`config.mk`:
```
export PLATFORM = sky130hd
export DESIGN_NAME = unidade_de_busca
export DESIGN_NICKNAME = d
export VERILOG_FILES = /design/src/rtl/unidade_de_busca.sv
export SDC_FILE = /design/constraint.sdc
export NUM_CORES = 1
export LEC_CHECK = 0
export ABC_AREA = 1
export CORE_MARGIN = 2
export CORE_UTILIZATION = 54
export CTS_BUF_LIST = sky130_fd_sc_hd__clkbuf_8
export DETAILED_ROUTE_END_ITERATION = 10
export PLACE_DENSITY_LB_ADDON = 0.3
export SYNTH_ARGS = -nofsm -noshare
export SYNTH_HDL_FRONTEND = slang
export SYNTH_SLANG_ARGS = --single-unit
```
`constraint.sdc`:
```
create_clock -name clock -period 7.05 [get_ports clock]
set_clock_uncertainty 0.15 [all_clocks]
set_input_delay 0.705 -clock clock [delete_from_list [all_inputs] [get_ports clock]]
set_output_delay 0.705 -clock clock [all_outputs]
set_load 0.01 [all_outputs]
```
`src/rtl/unidade_de_busca.sv`:
```
// Fetch-control stage: owns the program counter, decodes jump/halt/in opcodes,
// applies stall/branch/input-wait/halt priority and counts retired instructions.
module unidade_de_busca #(
    parameter int unsigned PC_WIDTH    = 26,
    parameter int unsigned RESET_PC    = 0,
    parameter int unsigned BOOT_CYCLES = 2,
    parameter int unsigned MEM_SIZE    = 150
) (
    input  logic                clock,
    input  logic                reset,
    input  logic [31:0]         instrucao,
    input  logic                stall,
    input  logic                branch_taken,
    input  logic [PC_WIDTH-1:0] branch_target,
    input  logic                in_valid,
    output logic [PC_WIDTH-1:0] pc,
    output logic                halted,
    output logic                waiting_input,
    output logic                fault,
    output logic [31:0]         retired
);

    localparam int unsigned BOOT_W = (BOOT_CYCLES > 1) ? $clog2(BOOT_CYCLES) : 1;

    localparam logic [5:0] OP_JUMP = 6'b011111;
    localparam logic [5:0] OP_HALT = 6'b111111;
    localparam logic [5:0] OP_IN   = 6'b100010;

    typedef enum logic [1:0] {
        S_BOOT,
        S_RUN,
        S_WAIT_IN,
        S_HALTED
    } state_t;

    state_t              r_state;
    logic [BOOT_W-1:0]   r_boot_cnt;
    logic [PC_WIDTH-1:0] r_pc;
    logic                r_halted;
    logic                r_waiting;
    logic                r_fault;
    logic [31:0]         r_retired;

    state_t              w_state_next;
    logic [BOOT_W-1:0]   w_boot_next;
    logic [PC_WIDTH-1:0] w_pc_next;
    logic [PC_WIDTH-1:0] w_target;
    logic [PC_WIDTH-1:0] w_pc_inc;
    logic                w_try;
    logic                w_retire;
    logic                w_fault_hit;
    logic                w_boot_done;
    logic [5:0]          w_opcode;
    logic                w_halted_next;
    logic                w_waiting_next;
    logic                w_fault_next;
    logic [31:0]         w_retired_next;

    assign w_opcode    = instrucao[31:26];
    assign w_pc_inc    = r_pc + PC_WIDTH'(1);
    assign w_boot_done = (32'(r_boot_cnt) + 32'd1) >= BOOT_CYCLES;

    // State register plus all registered outputs
    always_ff @(posedge clock or negedge reset) begin
        if (!reset) begin
            r_state    <= S_BOOT;
            r_boot_cnt <= '0;
            r_pc       <= PC_WIDTH'(RESET_PC);
            r_halted   <= 1'b0;
            r_waiting  <= 1'b0;
            r_fault    <= 1'b0;
            r_retired  <= '0;
        end else begin
            r_state    <= w_state_next;
            r_boot_cnt <= w_boot_next;
            r_pc       <= w_pc_next;
            r_halted   <= w_halted_next;
            r_waiting  <= w_waiting_next;
            r_fault    <= w_fault_next;
            r_retired  <= w_retired_next;
        end
    end

    // Next-state / next-pc selection; a candidate target is range-checked at the end
    always_comb begin
        w_state_next = r_state;
        w_boot_next  = r_boot_cnt;
        w_pc_next    = r_pc;
        w_target     = w_pc_inc;
        w_try        = 1'b0;
        w_retire     = 1'b0;
        w_fault_hit  = 1'b0;

        case (r_state)
            S_BOOT: begin
                if (w_boot_done) begin
                    w_state_next = S_RUN;
                end else begin
                    w_boot_next = r_boot_cnt + BOOT_W'(1);
                end
            end
            S_RUN: begin
                if (stall) begin
                    w_state_next = S_RUN;
                end else if (w_opcode == OP_HALT) begin
                    w_state_next = S_HALTED;
                    w_retire     = 1'b1;
                end else if (w_opcode == OP_JUMP) begin
                    w_target = PC_WIDTH'(instrucao[25:0]);
                    w_try    = 1'b1;
                end else if (branch_taken) begin
                    w_target = branch_target;
                    w_try    = 1'b1;
                end else if ((w_opcode == OP_IN) && !in_valid) begin
                    w_state_next = S_WAIT_IN;
                end else begin
                    w_target = w_pc_inc;
                    w_try    = 1'b1;
                end
            end
            S_WAIT_IN: begin
                if (!stall && in_valid) begin
                    w_state_next = S_RUN;
                    w_target     = w_pc_inc;
                    w_try        = 1'b1;
                end
            end
            S_HALTED: begin
                w_state_next = S_HALTED;
            end
            default: begin
                w_state_next = S_HALTED;
            end
        endcase

        if (w_try) begin
            if (32'(w_target) >= MEM_SIZE) begin
                w_fault_hit  = 1'b1;
                w_state_next = S_HALTED;
            end else begin
                w_pc_next = w_target;
                w_retire  = 1'b1;
            end
        end
    end

    // Next values of the registered status outputs
    always_comb begin
        w_halted_next  = (w_state_next == S_HALTED);
        w_waiting_next = (w_state_next == S_WAIT_IN);
        w_fault_next   = r_fault | w_fault_hit;
        w_retired_next = r_retired + (w_retire ? 32'd1 : 32'd0);
    end

    assign pc            = r_pc;
    assign halted        = r_halted;
    assign waiting_input = r_waiting;
    assign fault         = r_fault;
    assign retired       = r_retired;

endmodule
```
==> results.md, run 1 <==
- Fill cells: 638
- Final Setup Violations: 0
- Pins over their slew limit: 0
- Status: complete, no violations
- Synth Area in XOR/XNOR: 6.948%
- HPWL Detailed: 8989 um
- Ys async rst share: 100.0%
- Synth Instances: 642
- N_diodes: 0
- Hold path cells: 1
- Most frequent cell on the critical path: nand2_1
- Synth Area in Simple Gates: 40.61%
- Port buffer count: 123
- Initial DRC Count: 243
- Post-cts resize count: 0
- Leak: 2.855 nW
- Root buffer cell: clkbuf_8
- Post-synthesis mux area share: 0%
- Syn Std Cell Area: 4412 um^2
- Period Utilization, post-route: 82.32%
- Initial antenna violation count: 0
- Post-synth EDFFs: 0
- Hold Vio Cnt, Final: 0
- Fmax: 0.1723 GHz
- Synth cell types: 38
- Worst reg2reg startpoint: r_state[1]
- Initial Utilization: 56.51%
- Commonest cells in the netlist: 222 x nand2_1, 78 x nor2_1, 65 x inv_1
- Drt total wl: 11900 um
- CTS Hold Buffers Added: 0
- CTS tree: done
- FP Rows: 32
- Top cell type's share of synthesized area: 36.30%
- Total CTS buffers: 9
- WL/cell: 13.63 um
- I/O pin count: 124
- Reg2reg setup slack: 1.47 ns
- GP Congestion: 0.9861
- Pwr Total: 1.201 mW
- DR vias: 4412
- Final min period: 5.804 ns
- DRC: 0
- Die height: 94.39 um
- Reg clk slew, reported paths: 0.07 ns
- Sequential fraction of the synthesis area: 36.30%
- Post-CTS setup buffer count: 0
- Post-Syn Nets: 713
- Hold Path Class: register to register
- Worst skew pair latency: 0.34 ns
- Drt first pass iters: 5
- Max VDD drop: 0.0001562 V
- First-pass GRT wire length: 19240 um
- Vias in the first global route: 4197
- Rel. slew slack: 47.34%
- Critical path's largest stage delay: 0.48 ns
- Max_cap viols: 0
- Critical-path top delay cell: clkdlybuf4s50_1
- Synth area leader: dfrtp_1
- Synth Area in Compound Gates: 5.275%
- Largest family of logic cells by synthesized area: simple AND/OR/NAND/NOR gates
- Top_reg_cell synth: dfrtp_1
- Htree depth: 3
- Multi-input logic area: 2431 um^2
- Clock Path Buffers: 2
- Die area: 8909 um^2
- Setup TNS: 0 ns
- Pwr Density: 203.9 nW/um^2
- Hold Path Sink: retired[31]
- Worst EP arrival: 5.91 ns
- Yosys warning count: 0
- Synth Area in Adders: 2.269%
- Clock sink total: 64
- Worst-Margin Slew: 0.7899 ns
- Reg2Reg Capture Point: retired[30]
- Most frequent cell after synthesis: nand2_1
- Largest net degree at the start of global routing: 65
- CP max FO: 31
- Classification of the worst setup path: input port to register
- Worst endpoint required time: 7.16 ns
- Synth Area per Inst: 6.872 um^2
- FF-to-FF path depth: 29
- Sequential cell area: 1602 um^2
- Startpoint Class: input port
- Grt ovf: 0
- Die X: 94.39 um
- Worst hold start: retired[31]
- Final net count: 837
- Antenna viol nets, final: 0
- Core area: 7807 um^2
- Area contributors post-synth: dfrtp_1 36%, nand2_1 19%, nor2_1 6.6%
- Fraction of layout cells with a size suffix above 1: 7.782%
- RSZ-0062 raised after global routing: no
- Area growth, synth to finish: 33.49%
- Crit. End Element: register
- Register bit total from synthesis: 64
- Via density: 5.054
- GRT Total Usage: 27.18%
-- worst max path at each step --
stage | cells past startpoint | end | slack (ns) | startpoint
2_1_floorplan | 31 | retired[30] | 2.55 | instrucao[26]
3_3_place_gp | 30 | retired[30] | 1.21 | instrucao[26]
3_5_place_dp | 30 | retired[30] | 0.93 | instrucao[26]
4_1_cts | 30 | retired[30] | 1.26 | instrucao[26]
5_1_grt | 30 | retired[30] | 0.57 | instrucao[26]
6_report | 30 | retired[30] | 1.25 | instrucao[26]
-- flip-flops by register name, indices dropped and copies added, names as in the netlist --
| signal | cells |
|---|---|
| fault | 1 |
| halted | 1 |
| r_boot_cnt | 1 |
| r_state | 2 |
| pc | 26 |
| retired | 32 |
| waiting_input | 1 |
-- cells by family after synthesis --
family / count (synthesis)
buffers and inverters: 88
AND/OR/NAND/NOR: 406
AO/OA/AOI/OAI: 41
flip-flops: 64
XOR/XNOR: 35
adder cells (fa/ha/maj): 8
-- stage by stage --
| stage | hold slack, ns | utilization [%] | instance area, um^2 | setup WS (ns) | std cells |
|---|---|---|---|---|---|
| 5_1_grt | 0.3391 | 75.43 | 5889 | 0.5750 | 873 |
| 3_3_place_gp | 0.3005 | 72.84 | 5687 | 1.210 | 857 |
| 2_1_floorplan | 0.2594 | - | 4412 | 2.550 | 642 |
| 6_report | 0.3173 | 75.43 | 5889 | 1.246 | 873 |
| 4_1_cts | 0.3207 | 75.43 | 5889 | 1.256 | 873 |
| 3_5_place_dp | 0.3060 | 72.84 | 5687 | 0.9263 | 857 |
-- power breakdown --
part	switching, mW	total [mW]	internal [mW]
clock	0.133	0.307	0.175
sequential	0.0460	0.451	0.405
combinational	0.254	0.442	0.188
total	0.433	1.20	0.768
-- critical path: cells and delay by family --
kind	cells	cell delay [ns]
compound gates	1	0.15
xor+xnor	1	0.15
fa+ha+maj	2	0.42
buf+inv	2	0.89
simple gates	24	3.55
-- layer usage --
metal | vias up | GRT usage (%) | part of all wire [%]
li1 | 2255 | - | -
met1 | 1974 | 35.15 | 45
met2 | 170 | 44.23 | 45
met3 | 13 | 7.502 | 8.8
met4 | 0 | 9.179 | 1.3
met5 | - | 0 | 0
-- area by class of cell --
type	count	area share (%)
inverter	76	4.844
clock buffer	14	3.272
timing repair buffer	125	21.07
clock inverter	2	0.1700
sequential	64	27.19
tap	102	2.167
multi-input combinational	490	41.28
-- layout by cell type (no fill, tap or decap), types with 14 or more instances in the layout --
master,netlist,layout
nand2_1,222,222
clkdlybuf4s50_1,0,122
nor2_1,78,78
inv_1,65,65
dfrtp_1,64,64
nand3_1,46,46
xor2_1,24,24
o21ai_0,20,20
nand4_1,16,16
nand2_2,14,14
clkbuf_8,0,14
Note: power is estimated with default switching activity, not from simulation.
==> inputs of run 2 (changes only) <==
--- a/config.mk
+++ b/config.mk
@@ -7,7 +7,7 @@
 export LEC_CHECK = 0
 export ABC_AREA = 1
 export CORE_MARGIN = 2
-export CORE_UTILIZATION = 54
+export CORE_UTILIZATION = 45
 export CTS_BUF_LIST = sky130_fd_sc_hd__clkbuf_8
 export DETAILED_ROUTE_END_ITERATION = 10
 export PLACE_DENSITY_LB_ADDON = 0.3
==> constraint.sdc (replaced) <==
create_clock -name clock -period 5.3 [get_ports clock]
set_clock_uncertainty 0.15 [all_clocks]
set_input_delay 0.53 -clock clock [delete_from_list [all_inputs] [get_ports clock]]
set_output_delay 0.53 -clock clock [all_outputs]
set_load 0.01 [all_outputs]
==> results.md, run 2 (synthesis results as in run 1) <==
- Status: complete, no violations
- GP Congestion: 0.9135
- Placed Cells: 896
- Largest net degree at the start of global routing: 65
- Max_cap viols: 0
- Setup ws final: 0.6261 ns
- Pins over their slew limit: 0
- Place WS: -0.1529 ns
- Period Utilization, post-route: 88.19%
- Max VDD drop: 0.0001294 V
- Sw Share: 37.51%
- Die X: 103.0 um
- CP max FO: 13
- Port buffer count: 123
- Critical path's largest stage delay: 0.48 ns
- Leak: 2.887 nW
- Classification of the worst setup path: input port to register
- Sequential power share: 37.9%
- Internal power: 986.3 uW
- Clock power frac: 23.5%
- N_diodes: 0
- Worst skew pair latency: 0.34 ns
- Crit. End Element: register
- HPWL Detailed: 9119 um
- DRC: 0
- GRT Total Usage: 22.89%
- CTS tree: done
- Largest register FFs: 32
- Total CTS buffers: 9
- Critical-path top delay cell: clkdlybuf4s50_1
- Final Setup Violations: 0
- WL/cell: 13.12 um
- Worst endpoint required time: 5.40 ns
- Hold Worst Slack: 0.1952 ns
- Initial Utilization: 45.77%
- Fmax: 0.2140 GHz
- Most frequent cells in the layout: 222 x nand2_1, 122 x clkdlybuf4s50_1, 76 x nor2_1, 65 x inv_1, 64 x dfrtp_1
- Hold Path Class: input port to async pin
- Worst-Margin Slew: 0.7928 ns
- Core area: 9639 um^2
- Via density: 4.840
- Final core utilization: 62.16%
- Non-Filler Instances: 914
- FP Rows: 36
- Reg clk slew, reported paths: 0.07 ns
- Final min period: 4.674 ns
- Most common cell after layout, fill and taps aside: nand2_1
- Fraction of layout cells with a size suffix above 1: 9.219%
- Area growth, synth to finish: 35.82%
- Worst EP arrival: 4.78 ns
- Rel. slew slack: 47.14%
- Htree depth: 3
- Initial DRC Count: 266
- Fill cells: 910
- Clock sink total: 64
- Pwr Density: 263.4 nW/um^2
- Net switching power: 592.1 uW
- Root buffer cell: clkbuf_8
- Hold Vio Cnt, Final: 0
- First-pass GRT wire length: 19220 um
- Most frequent cell on the critical path: nand2_1
- DR vias: 4424
- Drt total wl: 11990 um
- RSZ-0062 raised after global routing: no
- Comb power frac: 38.6%
- Clock Path Buffers: 2
- Startpoint Class: input port
- Drt first pass iters: 4
- Initial antenna violation count: 0
- Die area: 10610 um^2
- Die height: 103.0 um
- Pwr Total: 1.578 mW
- Antenna viol nets, final: 0
- Final net count: 847
- I/O pin count: 124
- Grt ovf: 0
- Vias in the first global route: 4243
## run 2: area by class of cell
| type | count | area (um^2) | area share (%) |
|---|---|---|---|
| timing repair buffer | 134 | 1309 | 21.84 |
| tap | 133 | 166.4 | 2.777 |
| inverter | 76 | 285.3 | 4.761 |
| clock buffer | 10 | 137.6 | 2.297 |
| sequential | 64 | 1602 | 26.73 |
| multi-input combinational | 491 | 2457 | 41.01 |
| clock inverter | 6 | 35.03 | 0.5847 |
## run 2: final timing paths
| kind | from | cells past startpoint | slack [ns] | end |
|---|---|---|---|---|
| setup / recovery | instrucao[28] | 30 | 0.63 | retired[30] |
| hold / removal | reset | 2 | 0.20 | pc[25] |
| setup reg to reg | r_state[1] | 29 | 0.70 | retired[30] |
| hold reg to reg | retired[31] | 1 | 0.32 | retired[31] |
| max in group asynchronous | reset | 2 | 4.26 | retired[8] |
| min in group clock | retired[31] | 1 | 0.32 | retired[31] |
## run 2: power by group through the flow
stage,logic [mW],registers [mW],clock network [mW]
floorplan,0.353,0.614,0
global placement,0.593,0.605,0
detailed placement,0.606,0.607,0
CTS,0.610,0.598,0.378
global route,0.678,0.605,0.401
finish,0.610,0.598,0.370
## run 2: timing repair
item / CTS / global route
buffers inserted: 0 / 1
resized for setup: 0 / 5
hold buffers: 0 / 0
setup endpoints to repair: 0 / 4
## run 2: worst max-delay path: cells and delay by family
family	cells	cell delay [ns]
xor gates and xnor gates	1	0.16
and+or+nand+nor	22	2.68
buffers and inverters	3	0.82
AOI/OAI and AO/OA	2	0.13
adders and majority gates	2	0.42
## run 2: stage by stage
step / area, um^2 / TNS, ns
detailed placement: 5786 / -0.1940
global route: 5992 / 0
floorplan: 4412 / 0
finish: 5992 / 0
global placement: 5786 / 0
CTS: 5958 / 0
## run 2: routing by layer
metal / vias to the layer above / global-route usage, % / share of wire (%)
li1: 2281 / - / -
met5: - / 0 / 0
met3: 21 / 6.169 / 7.9
met2: 129 / 37.11 / 46
met1: 1993 / 29.96 / 45
met4: 0 / 7.186 / 1.7
